$ cat src/rtl/xadc_drp_arbiter_pkg.sv
// xadc_pkg: shared types and constants for the XADC DRP arbiter slice.
// Latency: n/a (declarations only).
// Backpressure: n/a.
// Contents: FSM state enum, DRP channel addresses, bus widths, timeout defaults.
package xadc_pkg;

  typedef enum logic [1:0] {
    ST_IDLE = 2'd0,
    ST_WAIT = 2'd1,
    ST_DONE = 2'd2
  } state_t;

  localparam int DRP_AW = 7;
  localparam int DRP_DW = 16;

  // DRP channel addresses used by the consumers of this block
  localparam logic [DRP_AW-1:0] ADDR_TEMP  = 7'h00;
  localparam logic [DRP_AW-1:0] ADDR_VAUX6 = 7'h16;
  localparam logic [DRP_AW-1:0] ADDR_VAUX7 = 7'h17;

  localparam int TIMEOUT_DEFAULT = 255;

  // Data returned to a requester whose read never saw drdy
  localparam logic [DRP_DW-1:0] RDATA_TIMEOUT = 16'hFFFF;

endpackage

$ cat src/rtl/xadc_drp_arbiter_if.sv
// xadc_drp_if: the DRP read bus between the arbiter (master) and xadc_wiz_0 (slave).
// Latency: n/a (wires only).
// Backpressure: none on the bus itself; drdy marks the single response per den.
// Signals: daddr_out/den_out/dwe_out toward the XADC, drdy_in/do_in back from it.
interface xadc_drp_if;
  import xadc_pkg::*;

  logic [DRP_AW-1:0] daddr_out;
  logic              den_out;
  logic              dwe_out;
  logic              drdy_in;
  logic [DRP_DW-1:0] do_in;

  modport master (
    output daddr_out, den_out, dwe_out,
    input  drdy_in, do_in
  );

  modport slave (
    input  daddr_out, den_out, dwe_out,
    output drdy_in, do_in
  );

endinterface

$ cat src/rtl/xadc_drp_arbiter_rr_picker.sv
// rr_picker: combinational round-robin selector, first set req at or above rr_ptr with wrap.
// Latency: zero (pure combinational).
// Backpressure: none; gnt_valid is low when no request is pending.
// Ports: req (one bit per requester), rr_ptr (search start), gnt_idx/gnt_valid (winner).
module rr_picker #(
  parameter int N_REQ = 4,
  parameter int PW    = 2
) (
  input  logic [N_REQ-1:0] req,
  input  logic [PW-1:0]    rr_ptr,
  output logic [PW-1:0]    gnt_idx,
  output logic             gnt_valid
);

  // One extra bit so rr_ptr + offset never overflows before the wrap subtract
  logic [PW:0]   sum;
  logic [PW-1:0] idx;

  always_comb begin
    gnt_idx   = '0;
    gnt_valid = 1'b0;
    sum       = '0;
    idx       = '0;
    for (int off = 0; off < N_REQ; off++) begin
      sum = {1'b0, rr_ptr} + (PW+1)'(off);
      if (sum >= (PW+1)'(N_REQ)) begin
        sum = sum - (PW+1)'(N_REQ);
      end
      idx = sum[PW-1:0];
      // Lowest offset from the pointer wins; later hits are ignored
      if (!gnt_valid && req[idx]) begin
        gnt_valid = 1'b1;
        gnt_idx   = idx;
      end
    end
  end

endmodule

$ cat src/rtl/xadc_drp_arbiter.sv
// xadc_drp_arbiter: round-robin sharing of the single XADC DRP read port among N_REQ requesters.
// Latency: den one cycle after req is seen; ack d cycles after den (d = drdy delay, capped at TIMEOUT).
// Backpressure: requests are levels held until ack; losers simply wait for a later grant.
// Ports: clk_100MHz, rst_n (sync, active-low), req/req_addr in, ack/err/rdata/busy out,
//        drp (master side of the DRP bus: daddr/den/dwe out, drdy/do in).
module xadc_drp_arbiter
  import xadc_pkg::*;
#(
  parameter int N_REQ   = 4,
  parameter int TIMEOUT = TIMEOUT_DEFAULT
) (
  input  logic                    clk_100MHz,
  input  logic                    rst_n,
  input  logic [N_REQ-1:0]        req,
  input  logic [DRP_AW*N_REQ-1:0] req_addr,
  output logic [N_REQ-1:0]        ack,
  output logic                    err,
  output logic [DRP_DW-1:0]       rdata,
  output logic                    busy,
  xadc_drp_if.master              drp
);

  localparam int PW = (N_REQ > 1) ? $clog2(N_REQ) : 1;
  localparam int CW = $clog2(TIMEOUT + 1);

  state_t            state_q, state_d;
  logic [PW-1:0]     g_q, g_d;
  logic [PW-1:0]     ptr_q, ptr_d;
  logic [CW-1:0]     cnt_q, cnt_d;
  logic [N_REQ-1:0]  ack_q, ack_d;
  logic              err_q, err_d;
  logic [DRP_DW-1:0] rdata_q, rdata_d;
  logic              busy_q, busy_d;
  logic [DRP_AW-1:0] daddr_q, daddr_d;
  logic              den_q, den_d;

  logic [PW-1:0]     pick_idx;
  logic              pick_vld;
  logic [DRP_AW-1:0] addr_sel;

  rr_picker #(
    .N_REQ (N_REQ),
    .PW    (PW)
  ) u_rr_picker (
    .req       (req),
    .rr_ptr    (ptr_q),
    .gnt_idx   (pick_idx),
    .gnt_valid (pick_vld)
  );

  // Address of the current winner, only meaningful when pick_vld
  always_comb begin
    addr_sel = '0;
    for (int i = 0; i < N_REQ; i++) begin
      if (pick_idx == PW'(i)) begin
        addr_sel = req_addr[DRP_AW*i +: DRP_AW];
      end
    end
  end

  always_comb begin
    state_d = state_q;
    g_d     = g_q;
    ptr_d   = ptr_q;
    cnt_d   = cnt_q;
    ack_d   = ack_q;
    err_d   = err_q;
    rdata_d = rdata_q;
    busy_d  = busy_q;
    daddr_d = daddr_q;
    den_d   = den_q;

    case (state_q)
      ST_IDLE: begin
        // drdy is deliberately not looked at here: late/spurious responses are dropped
        if (pick_vld) begin
          g_d     = pick_idx;
          daddr_d = addr_sel;
          den_d   = 1'b1;
          busy_d  = 1'b1;
          cnt_d   = '0;
          state_d = ST_WAIT;
        end
      end
      ST_WAIT: begin
        den_d = 1'b0;
        // The read completes even if req[g] has been withdrawn meanwhile
        if (drp.drdy_in) begin
          rdata_d = drp.do_in;
          ack_d   = N_REQ'(1) << g_q;
          state_d = ST_DONE;
        end else if (cnt_q == CW'(TIMEOUT - 1)) begin
          rdata_d = RDATA_TIMEOUT;
          ack_d   = N_REQ'(1) << g_q;
          err_d   = 1'b1;
          state_d = ST_DONE;
        end else begin
          cnt_d = cnt_q + 1'b1;
        end
      end
      ST_DONE: begin
        ack_d   = '0;
        err_d   = 1'b0;
        busy_d  = 1'b0;
        ptr_d   = (g_q == PW'(N_REQ - 1)) ? '0 : g_q + 1'b1;
        state_d = ST_IDLE;
      end
      default: begin
        state_d = ST_IDLE;
      end
    endcase
  end

  always_ff @(posedge clk_100MHz) begin
    if (!rst_n) begin
      state_q <= ST_IDLE;
      g_q     <= '0;
      ptr_q   <= '0;
      cnt_q   <= '0;
      ack_q   <= '0;
      err_q   <= 1'b0;
      rdata_q <= '0;
      busy_q  <= 1'b0;
      daddr_q <= '0;
      den_q   <= 1'b0;
    end else begin
      state_q <= state_d;
      g_q     <= g_d;
      ptr_q   <= ptr_d;
      cnt_q   <= cnt_d;
      ack_q   <= ack_d;
      err_q   <= err_d;
      rdata_q <= rdata_d;
      busy_q  <= busy_d;
      daddr_q <= daddr_d;
      den_q   <= den_d;
    end
  end

  assign ack           = ack_q;
  assign err           = err_q;
  assign rdata         = rdata_q;
  assign busy          = busy_q;
  assign drp.daddr_out = daddr_q;
  assign drp.den_out   = den_q;
  assign drp.dwe_out   = 1'b0;

endmodule

$ cat src/flat_wrapper.sv
// flat-port wrapper written by rule: the top's interface ports become plain ports
module xadc_drp_arbiter_flat import xadc_pkg::*;
#(
  parameter int N_REQ   = 4,
  parameter int TIMEOUT = TIMEOUT_DEFAULT
)
  (clk_100MHz, rst_n, req, req_addr, ack, err, rdata, busy, drp_daddr_out, drp_den_out, drp_dwe_out, drp_drdy_in, drp_do_in);
  xadc_drp_if drp_i ();
  input  logic clk_100MHz;
  input  logic rst_n;
  input  logic [N_REQ-1:0] req;
  input  logic [DRP_AW*N_REQ-1:0] req_addr;
  output logic [N_REQ-1:0] ack;
  output logic err;
  output logic [DRP_DW-1:0] rdata;
  output logic busy;
  output wire logic [$bits(drp_i.daddr_out)-1:0] drp_daddr_out;
  output wire logic [$bits(drp_i.den_out)-1:0] drp_den_out;
  output wire logic [$bits(drp_i.dwe_out)-1:0] drp_dwe_out;
  input wire logic [$bits(drp_i.drdy_in)-1:0] drp_drdy_in;
  input wire logic [$bits(drp_i.do_in)-1:0] drp_do_in;
  assign drp_daddr_out = drp_i.daddr_out;
  assign drp_den_out = drp_i.den_out;
  assign drp_dwe_out = drp_i.dwe_out;
  assign drp_i.drdy_in = drp_drdy_in;
  assign drp_i.do_in = drp_do_in;
  xadc_drp_arbiter #(.N_REQ(N_REQ), .TIMEOUT(TIMEOUT)) u_core (.clk_100MHz(clk_100MHz), .rst_n(rst_n), .req(req), .req_addr(req_addr), .ack(ack), .err(err), .rdata(rdata), .busy(busy), .drp(drp_i));
endmodule
$ cat config.mk
export PLATFORM = sky130hd
export DESIGN_NAME = xadc_drp_arbiter_flat
export DESIGN_NICKNAME = d
export VERILOG_FILES = /design/src/rtl/xadc_drp_arbiter_pkg.sv /design/src/rtl/xadc_drp_arbiter_if.sv /design/src/rtl/xadc_drp_arbiter_rr_picker.sv /design/src/rtl/xadc_drp_arbiter.sv /design/src/flat_wrapper.sv
export SDC_FILE = /design/constraint.sdc
export NUM_CORES = 1
export LEC_CHECK = 0
export CAP_MARGIN = 20
export CORE_MARGIN = 4
export CORE_UTILIZATION = 44
export DETAILED_ROUTE_END_ITERATION = 16
export HOLD_SLACK_MARGIN = 0.06
export PLACE_DENSITY = 0.8
export SKIP_CTS_REPAIR_TIMING = 1
export SYNTH_ARGS = -nofsm -noshare
export SYNTH_HDL_FRONTEND = slang
export SYNTH_SLANG_ARGS = --single-unit
$ cat constraint.sdc
create_clock -name clk_100MHz -period 2.57 [get_ports clk_100MHz]
set_input_delay 0.257 -clock clk_100MHz [delete_from_list [all_inputs] [get_ports clk_100MHz]]
set_output_delay 0.257 -clock clk_100MHz [all_outputs]
set_load 0.02 [all_outputs]
==> summary by stage <==
STA
Of the available clock period, the critical path in the final layout requires 82.2%. Setup violations remaining at the end of the flow were counted as 0. Setup total negative slack on the finished layout was measured at 0 ns. The number of pins with negative max-slew slack in the final report is 0. The final critical path time including I/O delays and setup is 2.11 ns. Setup repair after global routing left no endpoint under its margin. The maximum operating frequency is 474 MHz. The clock skew after layout is 0.00375 ns. The final hold violation count is 0. The transition time at the pin with the least slew margin is 0.652 ns.

The relative slew slack is 56.3%. The worst hold margin is 0.461 ns.

Logic synthesis
Counting every instance in the synthesized netlist gives 242. Yosys attributes the largest share of cell area to dfxtp_1 40%, o221a_2 8.1%, ha_1 5.1%. The synthesized-area fraction occupied by ao, oa, aoi and oai cells is 23.8%. The mean instance size in the synthesized netlist is 9.14 µm².

The cell area after synthesis is 0.00221 mm². The combinational family with the most area after synthesis is compound AO/OA/AOI/OAI gates. The share of flip-flops with an asynchronous set or reset is 0%. The number of warnings issued by yosys is 0.

The fraction of the mapped netlist area in simple logic gates is 19.8%. After Yosys synthesis, XOR and XNOR cells account for 2.38% of the synthesized area. In this run, synthesis inferred 0 flip-flops with an integrated enable. In this run, distinct cell masters in the synthesized netlist total 42. The cell type contributing the most total cell area after synthesis is dfxtp_1.

By count the netlist is led by 44 x dfxtp_1, 19 x inv_1, 16 x nand3_1, 16 x o221a_2, 14 x o211ai_1. By instance count, the leading cell after synthesis is dfxtp_1. The top cell type by area accounts for 39.8% of the synthesized area.

In the synthesized netlist the dominant register cell turns out to be dfxtp_1. After Yosys synthesis, full adders, half adders and majority gates account for 5.09% of the synthesized area. The net count after synthesis is 302. After synthesis, flip-flops and latches occupy 39.8% of the total area. The fraction of synthesized area in multiplexers is 1.36%.

The synthesized flop and latch total is 44.

Drt
The number of remaining DRC errors is 0. The antenna violation net count after detailed routing is 0. Dividing the detail-routed via count by the number of cells gives 5.37. The final route contains 2,058 vias. The detailed router finished its first iteration with 97 violations. The total length of routed wires is 5260 µm. Dividing the detail-routed wire length by the instance count gives 13.7 µm. The detailed-routing iteration count for the pre-antenna-repair pass is 4.

Cells and area
The multi-input combinational cells in the finished layout cover a total of 0.00116 mm². The count of inserted antenna diode cells is 0. The number of filler cells placed in the layout is 427.

The area overhead of the layout relative to synthesis is 41.7%. The area of all sequential standard cells is 881 µm². The number of nets in the finished design is 376. The proportion of layout cells with a drive suffix above 1 is 10.8%.

Power
Across the VDD grid, the largest voltage drop is 0.000248 V. The leakage power is 1.18 nW. The power per standard cell area is 551 mW/mm².

Worst hold path
The terminating pin of the worst hold path is u_core.ack[0]. In this run the worst hold path is classified as flop to flop. Along the worst hold path, the cell count comes to 2. The startpoint identified for the worst hold timing path is u_core.ack[0].

Clock network
The clock root buffer is clkbuf_8. The clock tree from TritonCTS is done. Buffers inserted during clock tree synthesis total 5.

The insertion delay to the later sink of the worst-skew pair is 0.29 ns. The number of buffers on the longest clock path is 2. Clock-pin slew was measured on the worst setup and hold paths at 0.08 ns. The clock net sink count is 44. The total number of H-tree levels is 2.

Worst setup path
The element type at the critical path start is an input port. The sort of element at the end of the critical path is a flop. The end of the worst register-to-register path is u_core.rdata[8].

Among all stages on the critical path, the largest delay is contributed by or4_1. The number of buffers and inverters on the critical path is 1. Grouping stages by cell kind, the critical path spends the most delay in simple AND/OR/NAND/NOR gates. The path depth of the worst reg2reg path is 6. The worst path arrival time is 2.35 ns. The startpoint identified for the worst register-to-register timing path is u_core.state_q[1].

The worst setup path is of the input port to flop kind. The critical path goes through clkdlybuf4s50_1 > nor2_1 > or4_1 > and2_4 > o211ai_1 > a32o_1. The required time reported for the critical path endpoint is 2.81 ns. The largest single stage delay on the critical path is 0.77 ns. In this run the register-to-register setup slack is 0.55 ns. The maximum fanout along the worst path is 15.

Floorplanning
The y dimension of the die is 78.9 µm. The floorplan has 25 rows. The die width is 78.9 µm.

The count of boundary I/O pins is 82. The floorplan step defined a die boundary enclosing 0.00622 mm². The standard cell core area is 0.00479 mm².

The initial utilization of the core area, before any placement, comes to 46.2%.

Global routing
The number of antenna violations at the first check in global routing is 0. Entering global routing, the biggest net connects 20 pins. The first-pass GRT wire length is 8830 µm. The total overflow left after global routing is 0. In the global route stage, overall resource usage came out at 17.0%.

The number of global-route vias before repair is 1,996.

Placed design
The wire-length estimate of the detail-placed layout is 3920 µm. Routability-driven placement finished with a final weighted congestion of 0.842. The count of buffers added on input and output ports is 80.

Flow run
Max-cap violations in this run came to 0.

Outcome
The run finished with clean final reports.
[cells by family (layout without fill, tap and decap cells)]
kind of cell,count (synthesis),after routing
simple gates,79,79
compound gates,63,63
flops,44,44
buf+inv,37,111
fa+ha+maj,9,9
xor+xnor,6,6
mux,3,3
other cells,1,1
[layer usage]
layer	GRT usage [%]	up-vias	part of all wire, %
li1	-	1024	-
met3	5.56	8	7.2
met4	4.12	0	0.76
met2	29.2	66	47
met1	20.7	960	45
met5	0	-	0
[through the flow]
stage | cells | instance area (µm²) | utilization (%) | setup WS, ns | total power [mW]
6_report | 383 | 3130 | 65.5 | 0.458 | 1.73
5_1_grt | 383 | 3130 | 65.5 | 0.330 | 1.82
4_1_cts | 383 | 3130 | 65.5 | 0.496 | 1.74
3_5_place_dp | 376 | 3040 | 63.5 | 0.195 | 1.28
3_3_place_gp | 376 | 3040 | 63.5 | 0.271 | 1.28
2_1_floorplan | 242 | 2210 | - | 0.673 | 1.06
[registers in the layout, indices dropped and copies added, names as in the netlist]
signal and flops:
u_core.cnt_q 8, u_core.ack 4, u_core.busy 1, u_core.err 1
u_core.rdata 16, u_core.drp.den_out 1, u_core.ptr_q 2, u_core.state_q 2
u_core.drp.daddr_out 7, u_core.g_q 2
[report_power, final]
| group | switching (mW) | total [mW] | internal, mW |
|---|---|---|---|
| registers | 0.0353 | 0.777 | 0.742 |
| clock network | 0.223 | 0.462 | 0.240 |
| logic | 0.234 | 0.487 | 0.253 |
| total | 0.492 | 1.73 | 1.23 |
[how the worst max path moves through the flow]
stage	slack (ns)	startpoint	cells after the start	to
6_report	0.46	req[3]	6	u_core.drp.daddr_out[0]
5_1_grt	0.33	u_core.state_q[1]	7	u_core.cnt_q[0]
4_1_cts	0.50	req[3]	6	u_core.drp.daddr_out[0]
3_5_place_dp	0.19	req[3]	6	u_core.drp.daddr_out[0]
3_3_place_gp	0.27	req[3]	6	u_core.drp.daddr_out[1]
2_1_floorplan	0.67	u_core.state_q[1]	9	u_core.cnt_q[4]
[layout make-up]
cell class,count,area share (%)
inverters,19,2.28
well taps,67,2.68
repair buffers,85,26.8
multi-input cells,161,37.1
flip-flops and latches,44,28.1
clock buffers,7,3.08
[cell usage in the layout (no fill, tap or decap), types with 2 or more instances in the layout]
cell type,Yosys,final
a32o_1,7,7
mux2i_1,3,3
nand4_1,4,4
nor2b_1,10,10
dfxtp_1,44,44
a21boi_0,6,6
buf_4,1,5
xor2_1,2,2
clkbuf_8,0,7
and2_1,5,5
o21ai_0,8,7
xnor2_1,4,4
a21oi_1,4,4
nand3_1,16,16
o211ai_1,14,14
o21ai_1,1,2
nor4_1,4,4
nor2_1,12,12
ha_1,9,9
nand2_1,13,13
nand2b_1,3,3
or3b_2,4,4
clkdlybuf4s50_1,0,80
o221a_2,16,16
inv_1,19,19
[tightest hold or removal path, delay by kind of cell (launching register included)]
kind	cells	cell delay, ns
and+or+nand+nor	1	0.05
AOI/OAI and AO/OA	1	0.06
DFF	1	0.31
Note: power is estimated with default switching activity, not from simulation.
==> patch (same flow settings) <==
Take the reset off `rdata_q` and `daddr_q` and load them in a clocked block of their own.
--- a/src/rtl/xadc_drp_arbiter.sv
+++ b/src/rtl/xadc_drp_arbiter.sv
@@ -119,9 +119,7 @@
       cnt_q   <= '0;
       ack_q   <= '0;
       err_q   <= 1'b0;
-      rdata_q <= '0;
       busy_q  <= 1'b0;
-      daddr_q <= '0;
       den_q   <= 1'b0;
     end else begin
       state_q <= state_d;
@@ -130,11 +128,14 @@
       cnt_q   <= cnt_d;
       ack_q   <= ack_d;
       err_q   <= err_d;
-      rdata_q <= rdata_d;
       busy_q  <= busy_d;
-      daddr_q <= daddr_d;
       den_q   <= den_d;
     end
+  end
+
+  always_ff @(posedge clk_100MHz) begin
+    rdata_q <= rdata_d;
+    daddr_q <= daddr_d;
   end
 
   assign ack           = ack_q;
Behaviour: not the same (a bounded check fails within 4 cycles, from zero or initial values and one cycle with rst_n low).
==> patch against the unedited design <==
  * Total power down 1.8%
  * Die area up 2.1%
  * Wire length down 6.2%
  * Clock skew up 0.0015 ns
  * Cell area up 2.2%
  * Maximum frequency up 4.8%
  * Sequential cell count unchanged
  * Area after synthesis up 2.4%
  * Worst hold slack better by 0.0042 ns
  * Combinational power down 4.9%
  * Core utilization up 0.55 points
  * Non-clock buffer count down 2
  * Setup slack better by 0.097 ns
  * Critical endpoint is now u_core.rdata[2]
==> patch: results (changes against the unedited design) <==
synthFlopType: "edfxtp_1"
ys_types: 43  # +2.4%
synthMuxAreaShare: 0.115  # +0.101
synthTopCellsByCount: "mux2i_1 (26), edfxtp_1 (23), dfxtp_1 (21)"
worstHoldPathType: "reg -> reg"
diodes: 0  # unchanged
synth_compound_area_frac: 0.0973  # -0.141
grt_max_degree: 19  # -5.0%
cp_max_fo: 16  # +1
worstPathArrival_ns: 1.94  # -0.41 ns
status: "completed"
wl_met2_um: 2450  # -1.7%
ir_worst_vdd_uv: 274  # +10%
syn_avg_cell_area_um2: 11.1  # +22%
r2r_cells: 5  # -1
min_to: "u_core.ack[0]"
synth_edf_count: 23  # +23
leakage_uw: 0.00119  # +0.72%
p_sw_uw: 465  # -5.5%
grt_first_pass_wirelength_um: 7690  # -13%
synthTopCellsByArea: "edfxtp_1 (31%), dfxtp_1 (19%), mux2i_1 (11%)"
r2r-end: "u_core.rdata[2]"
num-fill-cells: 393  # -8.0%
timing.hold.ws_ns: 0.465  # +0.00417 ns
wl_met3_um: 318  # -17%
synthAdderAreaFrac: 0.0498  # -0.00118
place_area_um2: 3120  # +2.8%
syn-num-nets: 263  # -13%
cpMaxStageDelayCell: "inv_1"
clock_skew_ns: 0.00525  # +0.00149 ns
drt-met1-wl_um: 2110  # -10%
post-place-ws_ns: 0.346  # +0.151 ns
grtUsageMet2: 0.269  # -0.0232
gp_routability_congestion: 0.806  # -4.2%
pwr-share-seq: 0.494  # +0.044
hold_path.startpoint: "u_core.ack[0]"
grt_use_met3: 0.0305  # -0.0251
synth_xor_xnor_area_share: 0.0193  # -0.00442
max-slew-margin-rel: 0.306  # -0.256
design_area_um2: 3200  # +2.2%
layout-drive-gt1-share: 0.0594  # -0.0482
p_int_uw: 1230  # -0.34%
final_cells: 353  # -7.8%
max_stage_delay_ns: 0.46  # -0.31 ns
pg_clk_uw: 395  # -15%
viasPerCell: 5.00  # -6.9%
grt_antenna_before_repair: 0  # unchanged
grt_pass1_vias: 1692  # -15%
critPathTopFamily: "buffers and inverters"
ys_seq_area_frac: 0.491  # +0.0925
drt-initial-drc-count: 66  # -32%
==> patch: cell count changes after synthesis, moves of 5 or more <==
cell      delta
dfxtp_1     -23
edfxtp_1    +23
mux2i_1     +23
o221a_2     -16
nand2b_1    +15
o211ai_1    -14
nand3_1     -11
inv_1       -10
clkbuf_1     -8
a32o_1       -7
o21ai_0      -5
==> patch: worst max-delay path by stage <==
stage                            from                      end  slack [ns]  cells past startpoint
floorplan           u_core.state_q[1]          u_core.cnt_q[5]        0.88                      8
global placement               req[2]            u_core.g_q[0]        0.43                      5
detailed placement             req[0]  u_core.drp.daddr_out[0]        0.35                      6
CTS                 u_core.state_q[1]          u_core.rdata[3]        0.55                      5
global route        u_core.state_q[1]          u_core.rdata[2]        0.40                      5
finish              u_core.state_q[1]          u_core.rdata[2]        0.55                      5
==> patch: area by class of cell <==
cell class              instances  share of cell area
clock inverters                 1             0.00117
well taps                      67              0.0262
repair buffers                 83               0.257
flip-flops and latches         44               0.347
clock buffers                   7              0.0238
inverters                      10              0.0117
multi-input cells             141               0.333
